### src/rtl/decode_issue_ctrl_pkg.sv
// Shared types for the decode/issue slice.
// core_types_pkg carries the pipeline-wide value types (decoded_op_t, u32).
// pipes carries the issue FSM encoding and the architectural register count.
package core_types_pkg;
  typedef logic [31:0] u32;

  typedef enum logic [3:0] {
    OP_NOP = 4'd0,
    OP_ADD = 4'd1,
    OP_SUB = 4'd2,
    OP_AND = 4'd3,
    OP_OR  = 4'd4,
    OP_LD  = 4'd5,
    OP_ST  = 4'd6,
    OP_BR  = 4'd7
  } decoded_op_t;
endpackage

package pipes;
  localparam int NUM_ARCH_REGS = 32;

  typedef enum logic [1:0] {
    ST_EMPTY  = 2'd0,
    ST_READY  = 2'd1,
    ST_HAZARD = 2'd2
  } issue_state_t;
endpackage

### src/rtl/decode_issue_ctrl_scoreboard.sv
// issue_scoreboard: pending-write bitmap (always) and pending-load bitmap
// (only with DECODE_FWD_EN). The hazard flag is evaluated against the
// bitmap as it will look after this cycle's set/clear, so an issuing
// producer is seen immediately and a clearing writeback wakes a waiter
// without an extra cycle. Set wins over clear on the same register.
module issue_scoreboard
  import pipes::*;
(
  input  logic       clk,
  input  logic       reset,
  input  logic       set_valid,
  input  logic [4:0] set_rd,
  input  logic       set_is_load,
  input  logic       wb_valid,
  input  logic [4:0] wb_rd,
  input  logic       ld_done_valid,
  input  logic [4:0] ld_done_rd,
  input  logic [4:0] rs1,
  input  logic [4:0] rs2,
  input  logic       use_rs1,
  input  logic       use_rs2,
  output logic       hazard
);
  logic [NUM_ARCH_REGS-1:0] set_mask;
  logic [NUM_ARCH_REGS-1:0] wb_mask;
  logic [NUM_ARCH_REGS-1:0] pend_wr_reg;
  logic [NUM_ARCH_REGS-1:0] pend_wr_next;
  logic [NUM_ARCH_REGS-1:0] watch;

  // x0 is hardwired: its bits are never set
  genvar gi;
  generate
    for (gi = 0; gi < NUM_ARCH_REGS; gi++) begin : g_dec
      if (gi == 0) begin : g_zero
        assign set_mask[gi] = 1'b0;
        assign wb_mask[gi]  = 1'b0;
      end else begin : g_reg
        assign set_mask[gi] = set_valid && (set_rd == 5'(gi));
        assign wb_mask[gi]  = wb_valid && (wb_rd == 5'(gi));
      end
    end
  endgenerate

  assign pend_wr_next = (pend_wr_reg & ~wb_mask) | set_mask;

  // pending-write bitmap register
  always_ff @(posedge clk) begin
    if (reset) pend_wr_reg <= '0;
    else       pend_wr_reg <= pend_wr_next;
  end

`ifdef DECODE_FWD_EN
  logic [NUM_ARCH_REGS-1:0] ld_mask;
  logic [NUM_ARCH_REGS-1:0] pend_ld_reg;
  logic [NUM_ARCH_REGS-1:0] pend_ld_next;
  logic                     unused_wr;

  assign ld_mask      = ld_done_valid ? ({{(NUM_ARCH_REGS-1){1'b0}}, 1'b1} << ld_done_rd) : '0;
  assign pend_ld_next = (pend_ld_reg & ~(wb_mask | ld_mask)) | (set_is_load ? set_mask : '0);

  // pending-load bitmap register; ALU results are forwarded so only loads block
  always_ff @(posedge clk) begin
    if (reset) pend_ld_reg <= '0;
    else       pend_ld_reg <= pend_ld_next;
  end

  assign watch     = pend_ld_next;
  assign unused_wr = ^pend_wr_next;
`else
  logic unused_ld;
  assign unused_ld = ^{set_is_load, ld_done_valid, ld_done_rd};
  assign watch     = pend_wr_next;
`endif

  assign hazard = (use_rs1 && (rs1 != 5'd0) && watch[rs1]) ||
                  (use_rs2 && (rs2 != 5'd0) && watch[rs2]);
endmodule

### src/rtl/decode_issue_ctrl.sv
// decode_issue_ctrl: one-entry issue slot between decode and execute with
// operand hazard tracking. Optional macro DECODE_FWD_EN: ALU results are
// forwarded, so only pending loads stall a consumer.
module decode_issue_ctrl
  import core_types_pkg::*;
  import pipes::*;
(
  input  logic        clk,
  input  logic        reset,
  input  logic        in_valid,
  output logic        in_ready,
  input  decoded_op_t in_op,
  input  u32          in_raw,
  input  logic [4:0]  in_rs1,
  input  logic [4:0]  in_rs2,
  input  logic [4:0]  in_rd,
  input  logic        in_use_rs1,
  input  logic        in_use_rs2,
  input  logic        in_wen,
  input  logic        in_is_load,
  output logic        out_valid,
  input  logic        out_ready,
  output decoded_op_t out_op,
  output u32          out_raw,
  output logic [4:0]  out_rd,
  output logic        out_wen,
  input  logic        wb_valid,
  input  logic [4:0]  wb_rd,
  input  logic        ld_done_valid,
  input  logic [4:0]  ld_done_rd,
  input  logic        flush,
  output logic        stall_hazard
);
  issue_state_t state_reg, state_next;
  decoded_op_t  op_reg;
  u32           raw_reg;
  logic [4:0]   rd_reg, rs1_reg, rs2_reg;
  logic         wen_reg, is_load_reg, use_rs1_reg, use_rs2_reg;
  logic         xfer, issue, hazard;
  logic [4:0]   chk_rs1, chk_rs2;
  logic         chk_use1, chk_use2;

  assign out_valid    = (state_reg == ST_READY);
  assign stall_hazard = (state_reg == ST_HAZARD);
  // flush blocks capture so a squash never races a new instruction in
  assign in_ready     = !flush && ((state_reg == ST_EMPTY) || ((state_reg == ST_READY) && out_ready));
  assign xfer         = in_valid && in_ready;
  assign issue        = out_valid && out_ready;
  assign out_op       = op_reg;
  assign out_raw      = raw_reg;
  assign out_rd       = rd_reg;
  assign out_wen      = wen_reg;

  // one scoreboard query port: the waiting slot while stalled, else the incoming op
  always_comb begin
    chk_rs1  = in_rs1;
    chk_rs2  = in_rs2;
    chk_use1 = in_use_rs1;
    chk_use2 = in_use_rs2;
    if (state_reg == ST_HAZARD) begin
      chk_rs1  = rs1_reg;
      chk_rs2  = rs2_reg;
      chk_use1 = use_rs1_reg;
      chk_use2 = use_rs2_reg;
    end
  end

  issue_scoreboard u_sb (
    .clk           (clk),
    .reset         (reset),
    .set_valid     (issue && wen_reg),
    .set_rd        (rd_reg),
    .set_is_load   (is_load_reg),
    .wb_valid      (wb_valid),
    .wb_rd         (wb_rd),
    .ld_done_valid (ld_done_valid),
    .ld_done_rd    (ld_done_rd),
    .rs1           (chk_rs1),
    .rs2           (chk_rs2),
    .use_rs1       (chk_use1),
    .use_rs2       (chk_use2),
    .hazard        (hazard)
  );

  // issue FSM next-state: flush, then capture, then drain, then wake-up
  always_comb begin
    state_next = state_reg;
    if (flush)
      state_next = ST_EMPTY;
    else if (xfer)
      state_next = hazard ? ST_HAZARD : ST_READY;
    else if (issue)
      state_next = ST_EMPTY;
    else if ((state_reg == ST_HAZARD) && !hazard)
      state_next = ST_READY;
  end

  // issue FSM state register
  always_ff @(posedge clk) begin
    if (reset) state_reg <= ST_EMPTY;
    else       state_reg <= state_next;
  end

  // instruction slot; only written on an upstream transfer so it holds while stalled
  always_ff @(posedge clk) begin
    if (reset) begin
      op_reg      <= OP_NOP;
      raw_reg     <= '0;
      rd_reg      <= '0;
      rs1_reg     <= '0;
      rs2_reg     <= '0;
      wen_reg     <= 1'b0;
      is_load_reg <= 1'b0;
      use_rs1_reg <= 1'b0;
      use_rs2_reg <= 1'b0;
    end else if (xfer) begin
      op_reg      <= in_op;
      raw_reg     <= in_raw;
      rd_reg      <= in_rd;
      rs1_reg     <= in_rs1;
      rs2_reg     <= in_rs2;
      wen_reg     <= in_wen;
      is_load_reg <= in_is_load;
      use_rs1_reg <= in_use_rs1;
      use_rs2_reg <= in_use_rs2;
    end
  end
endmodule

### config.mk
export PLATFORM = sky130hd
export DESIGN_NAME = decode_issue_ctrl
export DESIGN_NICKNAME = d
export VERILOG_FILES = /design/src/rtl/decode_issue_ctrl_pkg.sv /design/src/rtl/decode_issue_ctrl_scoreboard.sv /design/src/rtl/decode_issue_ctrl.sv
export SDC_FILE = /design/constraint.sdc
export NUM_CORES = 1
export LEC_CHECK = 0
export ABC_AREA = 1
export BUFFER_PORTS_ARGS = -buffer_cell sky130_fd_sc_hd__buf_2
export CAP_MARGIN = 5
export CORE_ASPECT_RATIO = 0.7
export CORE_UTILIZATION = 33
export CTS_BUF_LIST = sky130_fd_sc_hd__clkbuf_4 sky130_fd_sc_hd__clkbuf_8
export DETAILED_ROUTE_END_ITERATION = 8
export GPL_ROUTABILITY_DRIVEN = 0
export PLACE_DENSITY = 0.56
export SLEW_MARGIN = 0
export SYNTH_ARGS = -nofsm -noshare
export SYNTH_HDL_FRONTEND = slang
export SYNTH_SLANG_ARGS = --single-unit
### constraint.sdc
create_clock -name clk -period 1.7 [get_ports clk]
set_input_delay 0.085 -clock clk [delete_from_list [all_inputs] [get_ports clk]]
set_output_delay 0.085 -clock clk [all_outputs]
set_load 0.005 [all_outputs]
==> results of run 1 <==
==> layout make-up <==
class	count	share of cell area (%)
Clock inverter	7	0.8438
Tap cell	185	3.186
Inverter	47	2.531
Sequential cell	87	24.14
Clock buffer	9	1.705
Multi-Input combinational cell	537	39.14
Timing Repair Buffer	273	28.45
==> layer usage <==
metal / vias to the layer above / share of wire (%)
met5: - / 0
met4: 0 / 1.6
met3: 34 / 8.8
met2: 243 / 43
met1: 2696 / 46
li1: 2823 / -
==> synthesized netlist by cell type <==
cell type  number
nand2_1       205
nand3_1       139
dfxtp_1        87
a21oi_1        84
inv_1          45
nor2_1         43
clkbuf_1       22
o21ai_0        22
buf_2           7
nor2_2          6
nor3_1          6
nand2_2         5
buf_4           3
buf_6           3
nand3_2         3
nor2_4          3
or2_2           3
and2_1          2
inv_2           2
nand2_4         2
nand3b_1        2
nand4_1         2
o21ai_1         2
o21ai_2         2
or2_1           2
a21oi_2         1
buf_1           1
nor2_8          1
o31ai_1         1
or2_0           1
==> kinds of logic after synthesis <==
| family | count (synthesis) | share of synthesized area (%) |
|---|---|---|
| buf+inv | 83 | 7.732 |
| flops | 87 | 38.03 |
| simple gates | 425 | 41.69 |
| compound gates | 112 | 12.54 |
==> power by group through the flow <==
stage,clock network [W],registers (W),logic (W)
floorplan,0,0.00220,0.000488
global placement,0,0.00219,0.000906
detailed placement,0,0.00219,0.000912
CTS,0.00147,0.00215,0.00105
global route,0.00155,0.00216,0.00128
finish,0.00144,0.00215,0.00119
==> worst max-delay path: stages (launching register included) <==
cell and delay (ps):
dfxtp_4 380, buf_4 150, nor2_4 170, nand2_1 130, nand2_4 150, nor2_4 80, buf_6 120, nand3_1 70
nand2_1 50, nor2_1 110, nand2_1 70, nand3_1 80, nand2_1 60, nand2_1 50, nand2_1 70, nand3_2 80
a21oi_2 50
==> through the flow <==
step	setup slack [ps]	utilization [%]	cell area, um^2
after floorplan	3.249	-	4579
after global placement	-395.2	44.64	5962
after detailed placement	-389.2	44.64	5962
after CTS	-172.9	50.85	6792
after global routing	-404.9	54.40	7266
final	-280.3	54.40	7266
==> worst max path at each step <==
stage | from | end | slack (ps)
2_1_floorplan | state_reg[0] | state_reg[1] | 3
3_3_place_gp | state_reg[1] | state_reg[0] | -400
3_5_place_dp | state_reg[1] | state_reg[0] | -390
4_1_cts | state_reg[0] | state_reg[1] | -170
5_1_grt | out_rd[2] | state_reg[1] | -400
6_report | state_reg[0] | state_reg[0] | -280
==> repair_timing <==
action                                  4_1_cts  5_1_grt
gates cloned                                  1        5
pin swaps                                     5       24
hold buffers                                 49        0
endpoints found under the hold margin        48        0
resized for setup                            32       78
endpoints found under the setup margin        3       57
buffers inserted                              2       11
==> impl_results.md, run 1 <==
- Hold worst-path end: out_wen
- DR vias/cell: 5.062
- Overflow after GRT: 0
- # diodes: 0
- Syn Std Cell Area: 4579 um^2
- Net Switching: 0.001590 W
- Clock Skew: 12.63 ps
- Most used cells in the layout excluding fill and tap cells: 183 x nand2_1, 112 x nand3_1, 109 x buf_2
- Commonest non-fill, non-tap cell in the layout: nand2_1
- CP Class: reg -> reg
- Logic pwr share: 24.8%
- Clock Latency Late Sink: 390 ps
- CP required: 1990 ps
- Pwr Total: 0.004782 W
- Die width: 142.8 um
- Initial Util: 34.29%
- CTS clk-pin slew, worst paths: 100 ps
- Leakage Power: 3.260 nW
- Most Used Layer, Global Route: met2
- DRT Wirelength: 18,170 um
- Sequential share of the synthesized area: 38.03%
- CP startpoint kind: flop
- Tot GR Track Use: 24.30%
- Storage element area: 1754 um^2
- Multi-input gate area: 2844 um^2
- Placed Cells incl. Taps: 1,062
- DIE HEIGHT: 100.6 um
- First-pass GRT wire length: 26,810 um
- P_int: 0.003192 W
- Setup TNS: -560.3 ps
- R2R depth: 16
- Seq pwr share: 45.0%
- Non-Filler Instances: 1,145
- Hold Crit Class: in -> reg
- Root Buffer Master: clkbuf_8
- Syn_area_per_cell: 6.477 um^2
- Worst vdd ir: 395.8 uV
- Max-cap violations: 0
- I/O pin total: 117
- CTS Buf Count: 9
- WL/cell: 15.87 um
- Grt met2 use: 37.48%
- Core ar.: 13,360 um^2
- Drt pass-1 iters: 6
- Initial antenna violation count: 0
- Crit path capture type: flop
- Critical R2R Launch: state_reg[0]
- Initial DRC count: 554
- Nets: 1,027
- Syn-to-layout area delta: 58.66%
- Vias post-DR: 5,796
- Met3 track demand over resource: 5.843%
- Minimum clock period: 1980 ps
- Area contributors post-synth: dfxtp_1 38%, nand2_1 17%, nand3_1 15%
- Max reg flops: 32
- Hold Slack: 6.152 ps
- Port Buffer Count: 109
- Final Hold Fails: 0
- Violated checks: negative setup slack
- Unique masters post-synth: 30
- Synth Net Count: 779
- Fill count: 1,188
- Startpoint of the worst hold path: in_wen
- Hold path cells: 3
- Pwr per Cell Area: 658.1 nW/um^2
- Post-Syn Instances: 707
- Reg-to-reg endpoint: state_reg[0]
- Final setup margin: -280.3 ps
- DP HPWL: 12,400 um
- R2R Setup Slk: -280 ps
- Unrepaired setup endpoints after global routing: yes
- Vias in the first global route: 5,326
- Yosys top cell by area: dfxtp_1
- Area of the die: 14,360 um^2
- CTS tree: built
- Max-slew headroom: 63.60%
- Switching share of power: 33.25%
- Final ANT Viol Nets: 0
- Final setup vio count: 2
- H-tree depth: 3
- Worst-path fanout max: 7
- Yosys warning count: 0
- Peak Freq: 505.0 MHz
- Drc violations: 0
- Slew @ Worst Pin: 546.0 ps
- Final period util: 116.5%
- Met1 usage: 33.93%
- Status: finished, violations left
- Fin. max-slew vios: 0
- # clock sinks: 87
- Largest net degree at the start of global routing: 53
- Share of layout cells above drive strength 1: 35.21%
- FP Rows: 35
- #FFs+latches synth: 87
- CP arrival: 2270 ps
- Top cell type's share of synthesized area: 38.03%
- Clock tree buffer depth: 2
- Clock Power Share: 30.2%
(Power assumes the default switching activity.)
==> inputs of run 2 (changes only) <==
--- a/config.mk
+++ b/config.mk
@@ -13,7 +13,7 @@
 export CTS_BUF_LIST = sky130_fd_sc_hd__clkbuf_4 sky130_fd_sc_hd__clkbuf_8
 export DETAILED_ROUTE_END_ITERATION = 8
 export GPL_ROUTABILITY_DRIVEN = 0
-export PLACE_DENSITY = 0.56
+export PLACE_DENSITY = 0.54
 export SLEW_MARGIN = 0
 export SYNTH_ARGS = -nofsm -noshare
 export SYNTH_HDL_FRONTEND = slang
==> constraint.sdc (replaced) <==
create_clock -name clk -period 1.9 [get_ports clk]
set_input_delay 0.095 -clock clk [delete_from_list [all_inputs] [get_ports clk]]
set_output_delay 0.095 -clock clk [all_outputs]
set_load 0.005 [all_outputs]
==> run 2 against run 1 <==
- wire length fell by 7.3%
- fmax is 3.3% higher
- register-to-register slack better by 260 ps
- count of clock-buffer cells in the layout is the same
- via count is 3.6% lower
- die area unchanged
- core utilization fell by 2.4 points
- global-route usage decreased by 0.81 points
- non-clock buffer count fell by 38
- the run still ends with negative setup slack left
- critical endpoint unchanged
- first-iteration DRC count grew 21%
- clock power is 8% lower
- sequential share of layout area increased by 1.1 points
==> impl_results.md, run 2 (synthesis gave the netlist of run 1 again) <==
- DIE HEIGHT: 100.6 um (unchanged)
- Peak Freq: 521.7 MHz (+3.3%)
- Non-Filler Instances: 1,107 (-3.3%)
- I/O pin total: 117 (unchanged)
- Worst-path cell chain: buf_6, buf_6, nand3_4, nand2_4, nor2_4, nand3_1, nand2_1, inv_1, nand3_1, nand2_1, nand2_1, nand3_2, nand3_2, nand3_2, a21oi_2
- Drt pass-1 iters: 6 (unchanged)
- DR vias/cell: 5.047 (-0.30%)
- Max-cap violations: 0 (unchanged)
- # diodes: 0 (unchanged)
- Share of layout cells above drive strength 1: 33.19% (-2.0 points)
- Max incr delay on CP: 370 ps (about the same)
- Vias post-DR: 5,587 (-3.6%)
- Core ar.: 13,360 um^2 (unchanged)
- Final setup margin: -16.94 ps (+263.3 ps)
- Die width: 142.8 um (unchanged)
- DP HPWL: 11,670 um (-5.8%)
- Pwr per Cell Area: 610.1 nW/um^2 (-7.3%)
- CTS clk-pin slew, worst paths: 100 ps (about the same)
- Setup Slack @ Placement: -65.61 ps (+323.6 ps)
- Placed Cells incl. Taps: 1,034 (-2.6%)
- Final Hold Fails: 0 (unchanged)
- Crit path max-delay family: simple AND/OR/NAND/NOR gates
- Worst-path fanout max: 7 (unchanged)
- Clock Latency Late Sink: 400 ps (about the same)
- Syn-to-layout area delta: 51.53%
- Clock Skew: 14.32 ps (+1.694 ps)
- Hold Crit Class: in -> reg
- Fin. max-slew vios: 0 (unchanged)
- Largest net degree at the start of global routing: 53 (unchanged)
- CTS Buf Count: 9 (unchanged)
- Final period util: 100.9% (-16 points)
- Leakage Power: 3.066 nW (-6.0%)
- Status: finished, violations left
- CP startpoint kind: flop
- Setup TNS: -31.38 ps (+528.9 ps)
- First-pass GRT wire length: 26,260 um (-2.0%)
- DRT Wirelength: 16,850 um (-7.3%)
- Final setup vio count: 2 (unchanged)
- Violated checks: negative setup slack
- Nets: 989 (-3.7%)
- Unrepaired setup endpoints after global routing: yes
- H-tree depth: 3 (unchanged)
- Max-slew headroom: 70.24% (+6.6 points)
- Area of the die: 14,360 um^2 (unchanged)
- Clock tree buffer depth: 2 (unchanged)
- Crit path capture type: flop
- Vias in the first global route: 5,267 (-1.1%)
- Final Core Density: 51.95% (-2.4 points)
- R2R Setup Slk: -20 ps (+260 ps)
- CP max stage cell: dfxtp_4
- Root Buffer Master: clkbuf_8
- Initial antenna violation count: 0 (unchanged)
- Port Buffer Count: 109 (unchanged)
- # clock sinks: 87 (unchanged)
- Commonest non-fill, non-tap cell in the layout: nand2_1
- CP Class: reg -> reg
- Worst vdd ir: 308.9 uV (-22%)
- Overflow after GRT: 0 (unchanged)
- Most used cells in the layout excluding fill and tap cells: 179 x nand2_1, 115 x nand3_1, 109 x buf_2
- Minimum clock period: 1917 ps (-63.33 ps)
- Initial DRC count: 670 (+21%)
- CTS tree: built
- Drc violations: 0 (unchanged)
- FP Rows: 35 (unchanged)
- CP required: 2220 ps (+230 ps)
- WL/cell: 15.22 um (-4.1%)
- Initial Util: 34.29% (unchanged)
- CP arrival: 2240 ps (-30 ps)
- Buf+Inv Stages, Crit Path: 3 (+1)
- Slew @ Worst Pin: 446.4 ps (-99.60 ps)
- Tot GR Track Use: 23.49% (-0.81 points)
- Final ANT Viol Nets: 0 (unchanged)
- Max reg flops: 32 (unchanged)
- Hold Slack: 10.77 ps (+4.613 ps)
run 2: path summary, 6_finish.rpt:
path,start,to,cells past startpoint
setup / recovery,state_reg[1],state_reg[0],15
hold / removal,in_rd[1],out_rd[1],3
setup reg to reg,state_reg[1],state_reg[0],15
hold reg to reg,use_rs2_reg,use_rs2_reg,2
run 2: routing by layer:
metal	vias to the layer above	GRT usage, %	routed length, um
met3	17	5.273	1315
li1	2745	-	-
met5	-	0	0
met4	0	4.963	171
met2	219	36.09	7261
met1	2606	33.39	8099
run 2: timing repair:
| item | 4_1_cts | 5_1_grt |
|---|---|---|
| cloned | 2 | 1 |
| resized for setup | 23 | 89 |
| hold buffers | 49 | 0 |
| buffers inserted | 3 | 4 |
| pin swaps | 8 | 31 |
| endpoints found under the hold margin | 49 | 0 |
| setup endpoints to repair | 2 | 2 |
run 2: cell type report:
| type | count | area, um^2 |
|---|---|---|
| well taps | 185 | 231.5 |
| multi-input cells | 537 | 2854 |
| inverters | 47 | 183.9 |
| repair buffers | 235 | 1725 |
| fillers | 1279 | 6417 |
| flip-flops and latches | 87 | 1753 |
| clock inverters | 7 | 67.56 |
| clock buffers | 9 | 123.9 |
run 2: where the power goes:
part	total, W	internal, W	switching (W)
Clock	0.00132	0.000517	0.000807
Combinational	0.000984	0.000424	0.000561
Sequential	0.00193	0.00189	0.0000399
Total	0.00423	0.00283	0.00141
run 2: tightest hold or removal path, stage by stage:
cell and delay (ps):
buf_2 80, o21ai_0 80, a21oi_1 110
run 2: through the flow:
| step | total power (W) | area, um^2 |
|---|---|---|
| 3_5_place_dp | 0.002758 | 5752 |
| 2_1_floorplan | 0.002401 | 4579 |
| 4_1_cts | 0.004166 | 6611 |
| 6_report | 0.004233 | 6939 |
| 5_1_grt | 0.004435 | 6939 |
| 3_3_place_gp | 0.002748 | 5752 |
